===== config.mk =====
export PLATFORM = sky130hd
export DESIGN_NAME = seg7_capture
export DESIGN_NICKNAME = d
export VERILOG_FILES = /design/src/rtl/seg7_pkg.sv /design/src/rtl/seg7_fifo.sv /design/src/rtl/seg7_capture.sv
export SDC_FILE = /design/constraint.sdc
export NUM_CORES = 1
export LEC_CHECK = 0
export CAP_MARGIN = 20
export CORE_ASPECT_RATIO = 1.75
export CORE_UTILIZATION = 35
export DETAILED_ROUTE_END_ITERATION = 8
export RECOVER_POWER = 100
export SLEW_MARGIN = 10
export SYNTH_ARGS = -nofsm -noshare
export SYNTH_HDL_FRONTEND = slang
export SYNTH_SLANG_ARGS = --single-unit

===== constraint.sdc =====
create_clock -name clk -period 6.25 [get_ports clk]
set_clock_uncertainty 0.1 [all_clocks]
set_input_delay 1.25 -clock clk [delete_from_list [all_inputs] [get_ports clk]]
set_output_delay 1.25 -clock clk [all_outputs]
set_load 0.02 [all_outputs]

===== src/rtl/seg7_pkg.sv =====
// Shared definitions for the seven-segment capture path: glyph patterns,
// pattern decoder and capture state encoding.
package seg7_pkg;

    localparam logic [6:0] GLYPH_0 = 7'h3F;
    localparam logic [6:0] GLYPH_1 = 7'h06;
    localparam logic [6:0] GLYPH_2 = 7'h5B;
    localparam logic [6:0] GLYPH_3 = 7'h4F;
    localparam logic [6:0] GLYPH_4 = 7'h66;
    localparam logic [6:0] GLYPH_5 = 7'h6D;
    localparam logic [6:0] GLYPH_6 = 7'h7D;
    localparam logic [6:0] GLYPH_7 = 7'h07;
    localparam logic [6:0] GLYPH_8 = 7'h7F;
    localparam logic [6:0] GLYPH_9 = 7'h6F;
    localparam logic [6:0] GLYPH_A = 7'h77;
    localparam logic [6:0] GLYPH_B = 7'h7C;
    localparam logic [6:0] GLYPH_C = 7'h39;
    localparam logic [6:0] GLYPH_D = 7'h5E;
    localparam logic [6:0] GLYPH_E = 7'h79;
    localparam logic [6:0] GLYPH_F = 7'h71;
    localparam logic [6:0] BLANK   = 7'h00;

    typedef enum logic [0:0] {SETTLE, LOCKED} state_e;

    // err sits in the MSB so the packed entry maps straight onto the 5-bit FIFO word
    typedef struct packed {
        logic       err;
        logic [3:0] digit;
    } entry_t;

    function automatic entry_t decode(input logic [6:0] pat);
        entry_t e;
        e.err = 1'b0;
        case (pat)
            GLYPH_0: e.digit = 4'h0;
            GLYPH_1: e.digit = 4'h1;
            GLYPH_2: e.digit = 4'h2;
            GLYPH_3: e.digit = 4'h3;
            GLYPH_4: e.digit = 4'h4;
            GLYPH_5: e.digit = 4'h5;
            GLYPH_6: e.digit = 4'h6;
            GLYPH_7: e.digit = 4'h7;
            GLYPH_8: e.digit = 4'h8;
            GLYPH_9: e.digit = 4'h9;
            GLYPH_A: e.digit = 4'hA;
            GLYPH_B: e.digit = 4'hB;
            GLYPH_C: e.digit = 4'hC;
            GLYPH_D: e.digit = 4'hD;
            GLYPH_E: e.digit = 4'hE;
            GLYPH_F: e.digit = 4'hF;
            default: begin
                e.err   = 1'b1;
                e.digit = 4'h0;
            end
        endcase
        return e;
    endfunction

endpackage


===== src/rtl/seg7_fifo.sv =====
// Generic synchronous FIFO; pointers carry one extra wrap bit to tell full from empty.
module seg7_fifo #(
    parameter int unsigned DEPTH = 4,
    parameter int unsigned WIDTH = 5
) (
    input  logic             clk,
    input  logic             rst_n,
    input  logic             push,
    input  logic [WIDTH-1:0] wdata,
    input  logic             pop,
    output logic [WIDTH-1:0] rdata,
    output logic             full,
    output logic             empty
);

    localparam int unsigned AW = $clog2(DEPTH);

    logic [AW:0]      wr_ptr, rd_ptr;
    logic [WIDTH-1:0] mem [DEPTH];
    logic             do_push, do_pop;

    assign empty   = (wr_ptr == rd_ptr);
    assign full    = (wr_ptr[AW] != rd_ptr[AW]) && (wr_ptr[AW-1:0] == rd_ptr[AW-1:0]);
    assign do_pop  = pop && !empty;
    // A pop frees the slot in the same edge, so a push into a full FIFO may proceed
    assign do_push = push && (!full || do_pop);
    assign rdata   = mem[rd_ptr[AW-1:0]];

    always_ff @(posedge clk or negedge rst_n) begin
        if (!rst_n) begin
            wr_ptr <= '0;
            rd_ptr <= '0;
        end else begin
            if (do_push) wr_ptr <= wr_ptr + {{AW{1'b0}}, 1'b1};
            if (do_pop)  rd_ptr <= rd_ptr + {{AW{1'b0}}, 1'b1};
        end
    end

    always_ff @(posedge clk) begin
        if (do_push) mem[wr_ptr[AW-1:0]] <= wdata;
    end

endmodule


===== src/rtl/seg7_capture.sv =====
// Seven-segment bus observer: waits for a stable pattern, decodes it and
// queues {err, digit} entries for a ready/valid consumer.
module seg7_capture
    import seg7_pkg::*;
#(
    parameter int unsigned STABLE_CYCLES = 4,
    parameter int unsigned DEPTH         = 4
) (
    input  logic       clk,
    input  logic       rst_n,
    input  logic       ena,
    input  logic [6:0] seg_in,
    output logic       out_valid,
    input  logic       out_ready,
    output logic [3:0] out_digit,
    output logic       out_err,
    output logic       overflow
);

    localparam logic [3:0] STABLE_CNT = 4'(STABLE_CYCLES);

    state_e     state, state_d;
    logic [6:0] seg_q, last_acc, last_acc_d;
    logic [3:0] cnt, cnt_d;
    logic       accept, push, pop, full, empty, overflow_d;
    entry_t     push_entry, head;

    always_comb begin
        state_d = state;
        cnt_d   = cnt;
        accept  = 1'b0;
        if (seg_in != seg_q || !ena) begin
            cnt_d   = '0;
            state_d = SETTLE;
        end else if (state == SETTLE) begin
            cnt_d = cnt + 4'd1;
            if (cnt_d == STABLE_CNT) begin
                accept  = 1'b1;
                state_d = LOCKED;
            end
        end
    end

    // Re-accepting the previous glyph after a glitch, or a blank display, produces no entry
    always_comb begin
        last_acc_d = accept ? seg_q : last_acc;
        push       = accept && (seg_q != last_acc) && (seg_q != BLANK);
        push_entry = decode(seg_q);
        pop        = out_valid && out_ready;
        overflow_d = overflow || (push && full && !pop);
    end

    always_ff @(posedge clk or negedge rst_n) begin
        if (!rst_n) begin
            state    <= SETTLE;
            seg_q    <= BLANK;
            cnt      <= '0;
            last_acc <= BLANK;
            overflow <= 1'b0;
        end else begin
            state    <= state_d;
            seg_q    <= seg_in;
            cnt      <= cnt_d;
            last_acc <= last_acc_d;
            overflow <= overflow_d;
        end
    end

    seg7_fifo #(
        .DEPTH (DEPTH),
        .WIDTH (5)
    ) u_fifo (
        .clk   (clk),
        .rst_n (rst_n),
        .push  (push),
        .wdata (push_entry),
        .pop   (pop),
        .rdata (head),
        .full  (full),
        .empty (empty)
    );

    always_comb begin
        out_valid = !empty;
        out_digit = empty ? 4'h0 : head.digit;
        out_err   = empty ? 1'b0 : head.err;
    end

endmodule

==> results of run 1 <==
-- logic make-up (layout without fill, tap and decap cells) --
logic type | after synthesis | in the layout
multiplexers | 15 | 15
flip-flops | 46 | 46
adder cells (fa/ha/maj) | 7 | 7
buffers and inverters | 19 | 33
AND/OR/NAND/NOR | 69 | 69
AO/OA/AOI/OAI | 20 | 20
XOR/XNOR | 26 | 26
-- cells in the mapped netlist (2+ instances only) --
library cell   n
inv_1          6
nor2b_1        2
and3b_1        2
mux2_2         7
edfxtp_1      20
nor3_1         6
mux4_2         5
a21boi_0       2
clkbuf_1       8
a21oi_1        2
nand2_1       15
or4_1          3
buf_6          3
nand3_1        2
xnor2_1       17
nor4_1         3
and3_1         2
nand2b_1       3
nor2_1         5
and2_1         9
or4_4          2
o21ai_0        4
dfrtp_1       26
xor2_1         8
mux2i_1        2
nand4_1        5
buf_2          2
nand3b_1       2
a21o_1         2
ha_1           7
-- worst paths after layout --
kind / end / startpoint / cells after the start / slack (ns)
worst max-delay path: u_fifo.mem[3][2] / seg_in[0] / 6 / 1.98
worst min-delay path: overflow / overflow / 1 / 0.36
worst max register to register: u_fifo.mem[3][2] / seg_q[4] / 5 / 2.77
worst min register to register: overflow / overflow / 1 / 0.36
max in group asynchronous: last_acc[4] / rst_n / 2 / 3.43
min in group asynchronous: seg_q[0] / rst_n / 2 / 1.75
-- metal layers --
metal  wire length [um]  share of wire  global-route usage
met1               1710           0.37               0.155
met4                140          0.030              0.0725
met2               2680           0.58               0.263
met3                106          0.023              0.0310
met5                  0              0                   0
-- per-stage QoR --
step                      hold WS (ns)  std cells  total power [W]  worst slack (ns)   util
after CTS                        0.371        300         0.000850              2.71  0.418
after detailed placement         0.356        292         0.000567              2.41  0.394
final                            0.361        300         0.000824              1.98  0.413
after global placement           0.347        292         0.000564              2.47  0.394
after global routing             0.395        300         0.000871              1.81  0.413
after floorplan                  0.362        202         0.000493              3.11      -
-- layout by cell type, fill, tap and decap left out, types with 3 or more instances in the layout --
cell type      netlist  final
xnor2_1             17     17
nor2_1               5      5
nor4_1               3      5
ha_1                 7      7
mux4_2               5      5
o21ai_0              4      4
mux2_2               7      7
inv_1                6      6
and2_1               9      5
dlygate4sd3_1        0     16
edfxtp_1            20     20
and2_0               0      4
nand2b_1             3      3
clkbuf_16            0      6
dfrtp_1             26     26
nand4_1              5      5
nor3_1               6      6
nand2_1             15     15
xor2_1               8      8
or4_1                3      5
-- state kept, by name, indices dropped and copies added, names as in the netlist --
register,cells
state,1
u_fifo.mem,20
overflow,1
last_acc,7
seg_q,7
u_fifo.rd_ptr,3
u_fifo.wr_ptr,3
cnt,4
-- cell type report --
| type | instances | area, um^2 | share of cell area |
|---|---|---|---|
| sequential | 46 | 1250 | 0.442 |
| clock buffer | 6 | 150 | 0.0530 |
| tap | 84 | 105 | 0.0371 |
| clock inverter | 2 | 15.0 | 0.00530 |
| inverter | 6 | 22.5 | 0.00795 |
| timing repair buffer | 19 | 178 | 0.0627 |
| multi-input combinational | 137 | 1110 | 0.392 |
-- worst register-to-register path, delay by kind of cell (launching register included) --
kind	cells	cell delay, ns
xor gates and xnor gates	1	0.18
DFF	1	0.78
and+or+nand+nor	4	2.08
-- power by group through the flow --
stage / Combinational (W) / Clock, W / Sequential (W)
after floorplan: 0.000151 / 0 / 0.000342
after global placement: 0.000194 / 0 / 0.000371
after detailed placement: 0.000196 / 0 / 0.000371
after CTS: 0.000196 / 0.000289 / 0.000364
after global routing: 0.000200 / 0.000302 / 0.000369
final: 0.000180 / 0.000281 / 0.000364
==> results.cfg, run 1 <==
[status]
outcome = complete, no violations

[die]
die_w_um = 65.7
die_h_um = 113
start_util = 0.363
core_area_mm2 = 0.00686
die_area_mm2 = 0.00746
io_pins = 18
num_rows = 40

[sta]
min_period_ns = 4.27
timing.final.crit_share = 0.682
relSlewSlack = 0.00909
rsz0062_at_grt = false
fmax_ghz = 0.234
maxSlewViolCount = 0
worst_pin_slew_ns = 1.49
tns_ns = 0
hold_viol = 0
finalSetupViolations = 0

[routing]
wl_per_cell_um = 15.5
final_antenna_net_count = 0
drt_iter0_drc = 29
drt_wl_total_um = 4640
drc = 0
dr.pass1.iters = 4
viasPerCell = 5.18
via_count = 1555

[min_path]
hold_path_class = register to register

[synth]
syn_avg_cell_area_um2 = 12.3
syn-num-nets = 220
synth_compound_area_frac = 0.0604
yosys.area.top_type = dfrtp_1
synthXorXnorAreaFrac = 0.0991
synthMuxAreaShare = 0.0911
synth_edf_count = 20
synth_top_family_by_area = simple AND/OR/NAND/NOR gates
synthAdderAreaFrac = 0.0352
ys_top_cells_by_area = dfrtp_1 (26%), edfxtp_1 (24%), xnor2_1 (6.0%), mux4_2 (4.5%), ha_1 (3.5%)
synthCells = 202
synthDistinctLibCells = 50
ys_seq_elements = 46
synth-async-reset-ratio = 0.565
synth_warnings = 0
synth_area_mm2 = 0.00249
ys.flop_type = dfrtp_1
synth.top_cell.area_share = 0.262
synth_seq_area_share = 0.503
synthSimpleGateAreaFrac = 0.172

[pwr]
peakVddDrop_v = 0.000156
power_frac_clock = 0.341
p_sw_w = 0.000224
powerDensity_mw_per_mm2 = 291
pwr-share-seq = 0.441
p_int_w = 0.000601
comb_power_share = 0.218
leakagePower_nw = 1.10
p_sw_frac = 0.271

[critical_path]
cp.buffers_inverters = 1
crit_family = simple AND/OR/NAND/NOR gates
arrival_ns = 4.12
crit_required_ns = 6.11
cp_cell_sequence = dlygate4sd3_1, xnor2_1, nand2_1, or4_1, nor4_1, and2_0
critical-path-slowest-cell = nor4_1
critPathKind = input port to register
slowest_delay_ns = 0.97
crit_fanout = 7
start_kind = input port
endpoint_kind = register

[cts]
clock_sinks = 46
ctsLongestPathBuffers = 2
clock_latency_ns = 0.29
cts_setup_buffers = 0
cts_tree = done
htreeDepth = 2
clockRootBuffer = clkbuf_16
post_cts_resized = 0
cts_buffers = 5
clk_pin_slew_worst_paths_ns = 0.06
ctsHoldBuffers = 0

[placement]
placed_area_mm2 = 0.00270
port_buffers = 17
gp_congestion = 0.839
dp_hpwl_um = 3530

[layout]
post-route-cell-area_mm2 = 0.00283
fin_nets = 233
synthToLayoutAreaGrowth_pct = 13.9
drive_gt1_frac = 0.111
diodes = 0
fill_cells = 648

[global_routing]
grt_pass1_vias = 1617
grt_use_total = 0.146
grt_pass1_wl_um = 7970
antenna_found_initial = 0
grt_overflow = 0
grt_max_degree = 27

[run]
cap_violations = 0
Note: power is estimated with default switching activity, not from simulation.
==> run 2, diff against run 1 <==
- clock period: 6.25 -> 4.09 ns (I/O delays scaled with it)
==> results.cfg, run 2 (synthesized netlist as in run 1, its figures left out) <==
[critical_path]
critPathKind = input port to register
cp.buffers_inverters = 1
critical-path-slowest-cell = or4_1
arrival_ns = 3.18
crit_fanout = 7
crit_required_ns = 3.94
crit_family = simple AND/OR/NAND/NOR gates
cp_cell_sequence = dlygate4sd3_1, xnor2_1, nand2_1, or4_1, nor4_4, and2_0
endpoint_kind = register
start_kind = input port
slowest_delay_ns = 0.63

[cts]
post_cts_resized = 0
clockRootBuffer = clkbuf_16
ctsLongestPathBuffers = 2
clk_pin_slew_worst_paths_ns = 0.06
htreeDepth = 2
clock_latency_ns = 0.28
cts_setup_buffers = 0
cts_tree = done
cts_buffers = 5
ctsHoldBuffers = 0
clock_sinks = 46

[sta]
relSlewSlack = 0.0391
rsz0062_at_grt = false
fmax_ghz = 0.300
worst_pin_slew_ns = 1.44
finalSetupViolations = 0
min_period_ns = 3.33
maxSlewViolCount = 0
fin_hold_ws_ns = 0.362
hold_viol = 0
tns_ns = 0
timing.final.crit_share = 0.814

[pwr]
peakVddDrop_v = 0.000230
leakagePower_nw = 1.10
p_sw_frac = 0.266
pwr-share-seq = 0.433
p_sw_w = 0.000342
power_frac_clock = 0.352
comb_power_share = 0.215
powerDensity_mw_per_mm2 = 451
p_int_w = 0.000943

[global_routing]
grt_overflow = 0
antenna_found_initial = 0
grt_pass1_wl_um = 8020
grt_max_degree = 27
grt_use_total = 0.146
grt_pass1_vias = 1617

[layout]
diodes = 0
fin_nets = 233
mostFrequentLayoutCell = dfrtp_1
fill_cells = 656
post-route-cell-area_mm2 = 0.00285
final_core_util = 0.415
multi_input_area_mm2 = 0.00112
layout_common_cells = dfrtp_1 (26), edfxtp_1 (20), xnor2_1 (17)
synthToLayoutAreaGrowth_pct = 14.5
largest_reg_flops = 20
drive_gt1_frac = 0.111
area.sequential_mm2 = 0.00125

[placement]
dp_hpwl_um = 3580
port_buffers = 17
placed_area_mm2 = 0.00270
gp_congestion = 0.839

[routing]
dr.pass1.iters = 4
drc = 0
wl_per_cell_um = 15.7
via_count = 1583
drt_iter0_drc = 44
final_antenna_net_count = 0
viasPerCell = 5.28
drt_wl_total_um = 4700

[die]
io_pins = 18
die_h_um = 113
die_w_um = 65.7
num_rows = 40
start_util = 0.363
core_area_mm2 = 0.00686
die_area_mm2 = 0.00746

[status]
outcome = complete, no violations

[run]
cap_violations = 0

[min_path]
hold_path_class = register to register
==> run 2: power groups by stage <==
stage	Sequential, W	Combinational, W	Clock (W)
after floorplan	0.000522	0.000231	0
after global placement	0.000566	0.000296	0
after detailed placement	0.000567	0.000300	0
after CTS	0.000558	0.000300	0.000465
after global routing	0.000564	0.000305	0.000488
final	0.000556	0.000276	0.000453
==> run 2: path summary, 6_finish.rpt <==
check                          start                to  slack, ns  cells past startpoint
setup / recovery           seg_in[0]  u_fifo.mem[3][1]       0.76                      6
hold / removal              overflow          overflow       0.36                      1
setup reg to reg            seg_q[4]  u_fifo.mem[3][1]       1.13                      5
hold reg to reg             overflow          overflow       0.36                      1
max in group asynchronous      rst_n  u_fifo.rd_ptr[0]       1.74                      2
min in group asynchronous      rst_n          seg_q[0]       1.30                      2
==> run 2: through the flow <==
step	total power (W)	instances	worst slack (ns)
2_1_floorplan	0.000753	202	1.38
3_3_place_gp	0.000863	292	0.739
3_5_place_dp	0.000867	292	0.685
4_1_cts	0.00132	300	0.972
5_1_grt	0.00136	300	0.593
6_report	0.00128	300	0.760
==> run 2: layer usage <==
layer,part of all wire,vias to the layer above,track usage
met5,0,-,0
met4,0.028,0,0.0783
met3,0.019,9,0.0190
met2,0.59,31,0.265
met1,0.36,782,0.157
li1,-,761,-
==> run 2: area by class of cell <==
class | instances | area share
Timing Repair Buffer | 19 | 0.0624
Multi-Input combinational cell | 137 | 0.394
Inverter | 6 | 0.00791
Clock inverter | 3 | 0.0158
Clock buffer | 5 | 0.0439
Sequential cell | 46 | 0.439
Tap cell | 84 | 0.0369
==> run 2: worst register-to-register path, delay by kind of cell, from the launching register on <==
family           cells  cell delay, ns
XOR/XNOR             1            0.18
flip-flops           1            0.77
AND/OR/NAND/NOR      4            1.57
